===== src/rtl/sm3_cmprss.sv =====
// SM3 compression core: one round per valid beat, chaining value kept
// across blocks, registered digest pulse on the last round of a message.
module sm3_cmprss (
  input  logic         clk,
  input  logic         rst_n,
  input  logic [31:0]  expnd_otpt_wj,
  input  logic [31:0]  expnd_otpt_wjj,
  input  logic         expnd_otpt_vld,
  input  logic         expnd_otpt_lst,
  output logic [255:0] cmprss_otpt_res,
  output logic         cmprss_otpt_vld,
  output logic         cmprss_err
);

  typedef enum logic {IDLE, RUN} state_e;

  localparam logic [255:0] IV = {
    32'h7380166f, 32'h4914b2b9, 32'h172442d7, 32'hda8a0600,
    32'ha96f30bc, 32'h163138aa, 32'he38dee4d, 32'hb0fb0e4e
  };
  localparam logic [31:0] T_LO = 32'h79cc4519;
  localparam logic [31:0] T_HI = 32'h7a879d8a;

  function automatic logic [31:0] rol(
    input logic [31:0] x,
    input logic [4:0]  n
  );
    logic [63:0] t;
    t = {x, x} << n;
    return t[63:32];
  endfunction

  function automatic logic [31:0] p0(input logic [31:0] x);
    return x ^ rol(x, 5'd9) ^ rol(x, 5'd17);
  endfunction

  state_e         state_q, state_d;
  logic [5:0]     j_q, j_d;
  logic [255:0]   v_q, v_d;
  logic [255:0]   w_q, w_d;
  logic [255:0]   res_q, res_d;
  logic           ovld_q, ovld_d;
  logic           err_q, err_d;

  logic [31:0]    wa, wb, wc, wd, we, wf, wg, wh;
  logic [31:0]    tj, a12, ss1, ss2, ff, gg, tt1, tt2;
  logic [255:0]   rnd, v_nxt;
  logic           hi, last, abort;

  // Single round datapath on the current working registers
  always_comb begin
    {wa, wb, wc, wd, we, wf, wg, wh} = w_q;
    hi    = (j_q >= 6'd16);
    tj    = hi ? T_HI : T_LO;
    a12   = rol(wa, 5'd12);
    ss1   = rol(a12 + we + rol(tj, j_q[4:0]), 5'd7);
    ss2   = ss1 ^ a12;
    ff    = hi ? ((wa & wb) | (wa & wc) | (wb & wc))
               : (wa ^ wb ^ wc);
    gg    = hi ? ((we & wf) | (~we & wg))
               : (we ^ wf ^ wg);
    tt1   = ff + wd + ss2 + expnd_otpt_wjj;
    tt2   = gg + wh + ss1 + expnd_otpt_wj;
    rnd   = {tt1, wa, rol(wb, 5'd9), wc,
             p0(tt2), we, rol(wf, 5'd19), wg};
    v_nxt = v_q ^ rnd;
    last  = (j_q == 6'd63);
    abort = expnd_otpt_lst && !last;
  end

  always_comb begin
    state_d = state_q;
    j_d     = j_q;
    v_d     = v_q;
    w_d     = w_q;
    res_d   = res_q;
    ovld_d  = 1'b0;
    err_d   = err_q;
    if (expnd_otpt_vld) begin
      state_d = RUN;
      unique case (1'b1)
        abort: begin
          err_d   = 1'b1;
          j_d     = 6'd0;
          v_d     = IV;
          w_d     = IV;
          state_d = IDLE;
        end
        last: begin
          j_d = 6'd0;
          if (expnd_otpt_lst) begin
            res_d   = v_nxt;
            ovld_d  = 1'b1;
            v_d     = IV;
            w_d     = IV;
            state_d = IDLE;
          end else begin
            v_d = v_nxt;
            w_d = v_nxt;
          end
        end
        default: begin
          j_d = j_q + 6'd1;
          w_d = rnd;
        end
      endcase
    end
  end

  always_ff @(posedge clk or negedge rst_n) begin
    if (!rst_n) begin
      state_q <= IDLE;
      j_q     <= 6'd0;
      v_q     <= IV;
      w_q     <= IV;
      res_q   <= '0;
      ovld_q  <= 1'b0;
      err_q   <= 1'b0;
    end else begin
      state_q <= state_d;
      j_q     <= j_d;
      v_q     <= v_d;
      w_q     <= w_d;
      res_q   <= res_d;
      ovld_q  <= ovld_d;
      err_q   <= err_d;
    end
  end

  assign cmprss_otpt_res = res_q;
  assign cmprss_otpt_vld = ovld_q;
  assign cmprss_err      = err_q;

endmodule

===== config.mk =====
export PLATFORM = sky130hd
export DESIGN_NAME = sm3_cmprss
export DESIGN_NICKNAME = d
export VERILOG_FILES = /design/src/rtl/sm3_cmprss.sv
export SDC_FILE = /design/constraint.sdc
export NUM_CORES = 2
export LEC_CHECK = 0
export CAP_MARGIN = 20
export CORE_MARGIN = 1
export CORE_UTILIZATION = 40
export DETAILED_ROUTE_END_ITERATION = 10
export GPL_ROUTABILITY_DRIVEN = 0
export PLACE_DENSITY = 0.7
export SETUP_SLACK_MARGIN = 0.4
export SKIP_CTS_REPAIR_TIMING = 1
export SYNTH_ARGS = -nofsm -noshare
export SYNTH_HDL_FRONTEND = slang
export SYNTH_SLANG_ARGS = --single-unit

===== constraint.sdc =====
create_clock -name clk -period 25.4 [get_ports clk]
set_input_delay 5.08 -clock clk [delete_from_list [all_inputs] [get_ports clk]]
set_output_delay 5.08 -clock clk [all_outputs]
set_load 0.01 [all_outputs]

* After elaboration in Yosys (flattened, before gate mapping)
Index checks and enable logic that the tools add are counted.
** Cells by class
- Muxes and demuxes :: 10
- Bitwise logic cells :: 17
- Reductions and logical operators :: 7
- Magnitude comparators :: 1
- Add/sub/neg operators :: 9
- Shift-type cells :: 1
- Equal/unequal tests :: 1
** Operators with widths (number)
- $pmux 256 s2 :: 2
- $add 32x32->32 :: 8
- $mux 256 :: 1
- $xor 256x256->256 :: 1
- $xor 32x32->32 :: 7
- $and 32x32->32 :: 5
- $or 32x32->32 :: 3
- $mux 32 :: 2
- $shl 63x5->64 :: 1
- $not 32->32 :: 1
- $mux 26 :: 1
- $add 6x1->6 const B :: 1
- $eq 6x6->1 const B :: 1
- $ge 6x5->1 const B :: 1
- $mux 6 :: 1
- $reduce_and 2->1 :: 2
- $mux 1 :: 3
- $reduce_and 3->1 :: 1
- $reduce_bool 2->1 :: 1
- $reduce_or 2->1 :: 1
- $logic_and 1x1->1 :: 1
- $logic_not 1->1 :: 1
** Storage, ports and cells
- Logic and storage cells :: 52
- Output and inout bits :: 258
- Bits in registers :: 776

* Depth between registers and ports, before layout
- Word-level depth :: 12
- Mapped depth :: 43
- Gate-level depth less buffers :: 38

* Least setup slack after synthesis
No wires, ideal clock.
- Path kind :: reg2reg
- From :: register j_q[4]
- To :: register v_q[247]
- Cell stages (with the launch flop) :: 40
- Path buffers :: 5
- Path slack :: 16.038 ns
- Arrival time :: 9.301 ns
- Data required time :: 25.339 ns
- Period minus slack after synthesis :: 9.362 ns
- Cell sequence :: dfrtp_1 > clkbuf_1 > nor2_1 > inv_1 > clkbuf_1 > clkbuf_1 > clkbuf_1 > buf_1 > ha_1 > nor2_1 > a21oi_1 > o21a_1 > mux2_2 > mux2i_1 > fa_1 > ha_1 > nand4_1 > a211oi_1 > (+4 left out) > a21oi_1 > xnor2_1 > xnor2_1 > fa_1 > inv_1 > fa_1 > ha_1 > fa_1 > a211oi_1 > o211ai_1 > nand3_1 > o21ai_0 > a2111o_1 > a2111o_1 > o211ai_1 > a21oi_1 > a31oi_1 > o22a_1
** Between the ends
- Longest elaborated chain between the ends :: 10
** RTL lines
- start, declared :: RTL line 38 : logic [5:0] j_q, j_d;
- start signal, assigned :: RTL line 121 : j_q <= j_d;
- $ge 6x5->1 :: RTL line 53 : hi = (j_q >= 6'd16);
- $mux 26 :: RTL line 54 : tj = hi ? T_HI : T_LO;
- $shl 63x5->64 :: RTL line 29 : t = {x, x} << n;
- $add 32x32->32 :: RTL line 56 : ss1 = rol(a12 + we + rol(tj, j_q[4:0]), 5'd7);
- $xor 32x32->32 :: RTL line 57 : ss2 = ss1 ^ a12;
- $add 32x32->32 (2 in a row) :: RTL line 62 : tt1 = ff + wd + ss2 + expnd_otpt_wjj;
- $xor 256x256->256 :: RTL line 66 : v_nxt = v_q ^ rnd;
- $mux 256 :: RTL line 91 : if (expnd_otpt_lst) begin
- $pmux 256 s2 :: RTL line 81 : unique case (1'b1)
- end signal, assigned :: RTL line 122 : v_q <= v_d;
- end, declared :: RTL line 39 : logic [255:0] v_q, v_d;
Several ways; a longest one is shown, not always the timed one.
A chain may end at the register's enable or synchronous reset.

* Worst setup path after layout
- From :: register j_q[0]
- To :: register w_q[119]
** Between the ends
- Longest elaborated chain between the ends :: 11
** RTL lines
- $ge 6x5->1 :: RTL line 53
- $mux 26 :: RTL line 54
- $shl 63x5->64 :: RTL line 29
- $add 32x32->32 :: RTL line 56
- $add 32x32->32 (2 in a row) :: RTL line 63 : tt2 = gg + wh + ss1 + expnd_otpt_wj;
- $xor 32x32->32 (2 in a row) :: RTL line 34 : return x ^ rol(x, 5'd9) ^ rol(x, 5'd17);
- $xor 256x256->256 :: RTL line 66
- $mux 256 :: RTL line 91
- $pmux 256 s2 (*) :: RTL line 81
- end signal, assigned :: RTL line 123 : w_q <= w_d;
- end, declared :: RTL line 40 : logic [255:0] w_q, w_d;
Mark *: on every way between the ends. The rest lies on a longest branch, timed or not.

==> out/qor.json <==
{
  "status": {"value": "complete, no violations"},
  "worstSetupPathType": {"value": "flip-flop to flip-flop"},
  "critical-path-max-stage-delay": {"value": 0.93, "unit": "ns"},
  "number_of_rows_in_the_core_area": {"value": 127},
  "async_flop_share": {"value": 1.00},
  "yosys.area_share.xor_xnor": {"value": 0.129},
  "drive_gt1_frac": {"value": 0.0855},
  "tritoncts": {"value": "done"},
  "final_worst_path_period_share": {"value": 0.412},
  "drc": {"value": 0},
  "diodes": {"value": 0},
  "seq_area_frac_synth": {"value": 0.404},
  "synth.area.mux_share": {"value": 0.0115},
  "main_combinational_cell_family_by_area_after_synthesis": {"value": "compound AO/OA/AOI/OAI gates"},
  "finalNetCount": {"value": 5886},
  "slew_violations": {"value": 0},
  "critical_path.most_common_cell": {"value": "a21oi_1"},
  "yosys-top-cells-count": {"value": "nand2_1, dfrtp_1, a21oi_1, nor2_1, xnor2_1"},
  "die_width": {"value": 351, "unit": "µm"},
  "crit_path_top_delay_cell": {"value": "dfrtp_1"},
  "slew_headroom": {"value": 0.183},
  "cts-root-buf": {"value": "clkbuf_16"},
  "timing.fmax": {"value": 95.6, "unit": "MHz"},
  "placed_cell_area": {"value": 0.0531, "unit": "mm²"},
  "ys_warnings": {"value": 0},
  "clock_insertion_delay_worst_skew": {"value": 0.68, "unit": "ns"},
  "wire_per_inst": {"value": 23.6, "unit": "µm"},
  "min_path_type": {"value": "flip-flop to flip-flop"},
  "floorplan.initialDensity": {"value": 0.405},
  "final.min_clock_period": {"value": 10.46, "unit": "ns"},
  "design.die.area": {"value": 0.123, "unit": "mm²"},
  "worst_ep_required_time": {"value": 25.90, "unit": "ns"},
  "core_area": {"value": 0.120, "unit": "mm²"},
  "ys.flop_type": {"value": "dfrtp_1"},
  "detail_route.first_pass.iterations": {"value": 6},
  "synth.lib_cells_used.distinct": {"value": 87},
  "clock_buffer_count_from_cts": {"value": 84},
  "clkTransAtPathRegs": {"value": 0.06, "unit": "ns"},
  "synth-adder-area-share": {"value": 0.102},
  "ys_seq_elements": {"value": 776},
  "multiInputGateArea": {"value": 0.0264, "unit": "mm²"},
  "grt_first_pass_wirelength": {"value": 253, "unit": "mm"},
  "syn_to_final_growth": {"value": 15.0, "unit": "%"},
  "vias_per_cell": {"value": 5.70},
  "tightestPinTransition": {"value": 1.22, "unit": "ns"},
  "regToRegSetupSlack": {"value": 14.94, "unit": "ns"},
  "postSynthNetCount": {"value": 5788},
  "post-synth-top-count-cell": {"value": "nand2_1"},
  "maximum_number_of_pins_on_one_net_before_global_route_repair": {"value": 122},
  "setup_tns": {"value": 0, "unit": "ns"},
  "setup.worst_path.start_class": {"value": "flip-flop"},
  "portBuffers": {"value": 325},
  "synthCells": {"value": 5433},
  "combined_flip_flop_and_latch_cell_area": {"value": 0.0197, "unit": "mm²"},
  "synth_edf_count": {"value": 0},
  "grt_antenna_before_repair": {"value": 2},
  "gr-usage-all-layers": {"value": 0.274},
  "critPathArrivalTime": {"value": 10.96, "unit": "ns"},
  "layout.cell_area.non_filler": {"value": 0.0561, "unit": "mm²"},
  "numClockSinks": {"value": 776},
  "dp.final_hpwl": {"value": 123, "unit": "mm"},
  "synth_simple_gate_area_share": {"value": 0.115},
  "cts_max_level": {"value": 3},
  "max_cap_violations": {"value": 0},
  "worst_setup_ep_type": {"value": "flip-flop"},
  "finalHoldViolations": {"value": 0},
  "final-setup-viol-count": {"value": 0},
  "vias": {"value": 41140},
  "synth.area.top_cells": {"value": "dfrtp_1, dfstp_2, xnor2_1"},
  "clockBufferDepth": {"value": 3},
  "chipHeight": {"value": 351, "unit": "µm"},
  "syn-cell-area": {"value": 0.0488, "unit": "mm²"},
  "share_of_the_synthesized_area_in_compound_gates_ao_oa_aoi_oai": {"value": 0.181},
  "fin_clk_skew": {"value": 0.0307, "unit": "ns"},
  "post-place-ws": {"value": 15.28, "unit": "ns"},
  "grt.overflow.total": {"value": 0},
  "totalWireLength": {"value": 170, "unit": "mm"},
  "ant_nets": {"value": 0},
  "postSynthAreaPerCell": {"value": 8.98, "unit": "µm²"},
  "detail_route.iter0.violations": {"value": 5157},
  "via_count_of_the_first_global_routing_pass": {"value": 38572},
  "worst_slack": {"value": 14.94, "unit": "ns"},
  "post-synth-top-area-fraction": {"value": 0.276},
  "path_max_fanout": {"value": 28},
  "top_level_ports": {"value": 326},
  "filler_cell_count": {"value": 11269},
  "grt_setup_unrepaired": {"value": "false"},
  "yosys.area.top_type": {"value": "dfrtp_1"}
}
-- metal layers --
layer  GRT usage  vias to the layer above  part of all wire
li1            -                    18402                 -
met1       0.385                    20194              0.41
met2       0.378                     2173              0.41
met3      0.0833                      367              0.12
met4       0.135                        4             0.055
met5           0                        -           0.00016
-- state kept, by name, indices dropped and copies added (netlist names) --
signal and flops:
cmprss_err 1, cmprss_otpt_res 256, cmprss_otpt_vld 1, j_q 6, v_q 256, w_q 256
-- final timing paths --
kind | start | endpoint | cells after the start
max | j_q[0] | w_q[119] | 35
min | cmprss_otpt_res[117] | cmprss_otpt_res[117] | 2
max reg2reg | j_q[0] | w_q[119] | 35
min reg2reg | cmprss_otpt_res[117] | cmprss_otpt_res[117] | 2
max in group asynchronous | rst_n | cmprss_otpt_res[204] | 6
min in group asynchronous | rst_n | cmprss_otpt_res[89] | 1
-- layout make-up --
class                           instances  area share
Clock buffer                          109      0.0411
Clock inverter                         49      0.0120
Inverter                              382      0.0256
Multi-Input combinational cell       3917       0.470
Sequential cell                       776       0.351
Tap cell                             1612      0.0359
Timing Repair Buffer                  370      0.0643
-- worst max-delay path: cells and delay by family, from the launching register on --
| family | cells | cell delay (ns) |
|---|---|---|
| AO/OA/AOI/OAI | 18 | 4.06 |
| adder cells (fa/ha/maj) | 6 | 2.41 |
| AND/OR/NAND/NOR | 3 | 0.33 |
| XOR/XNOR | 5 | 2.03 |
| buffers and inverters | 3 | 0.53 |
| flip-flops | 1 | 0.93 |
-- metrics by stage --
stage,hold slack (ns),util,std cells
after floorplan,0.456,-,5433
after global placement,0.466,0.441,7057
after detailed placement,0.469,0.441,7057
after CTS,0.482,0.466,7215
after global routing,0.497,0.466,7215
final,0.484,0.466,7215
-- logic make-up after synthesis --
logic type,count (synthesis)
AOI/OAI and AO/OA,1496
xor gates and xnor gates,698
adders and majority gates,287
buffers and inverters,740
DFF,776
muxes,52
and+or+nand+nor,1384
-- placed cells by master (no fill, tap or decap), types with 25 or more instances in the layout --
master,n
nand2_1,682
a31oi_1,90
nor2_1,493
o31ai_1,69
clkdlybuf4s50_1,322
ha_1,99
clkbuf_16,84
o21ai_0,421
xor2_1,211
nand3_1,45
dfrtp_1,538
xnor2_1,475
o22a_1,25
a211oi_1,32
a21o_1,35
dfstp_2,238
buf_4,44
a21oi_1,506
a22oi_1,25
o21a_1,32
fa_1,188
inv_1,379
nor3_1,72
mux2i_1,37
o22ai_1,133
Power is left out: the tool's default activity adds up to more than one toggle a clock period on the data nets, which glitch-free logic cannot reach.
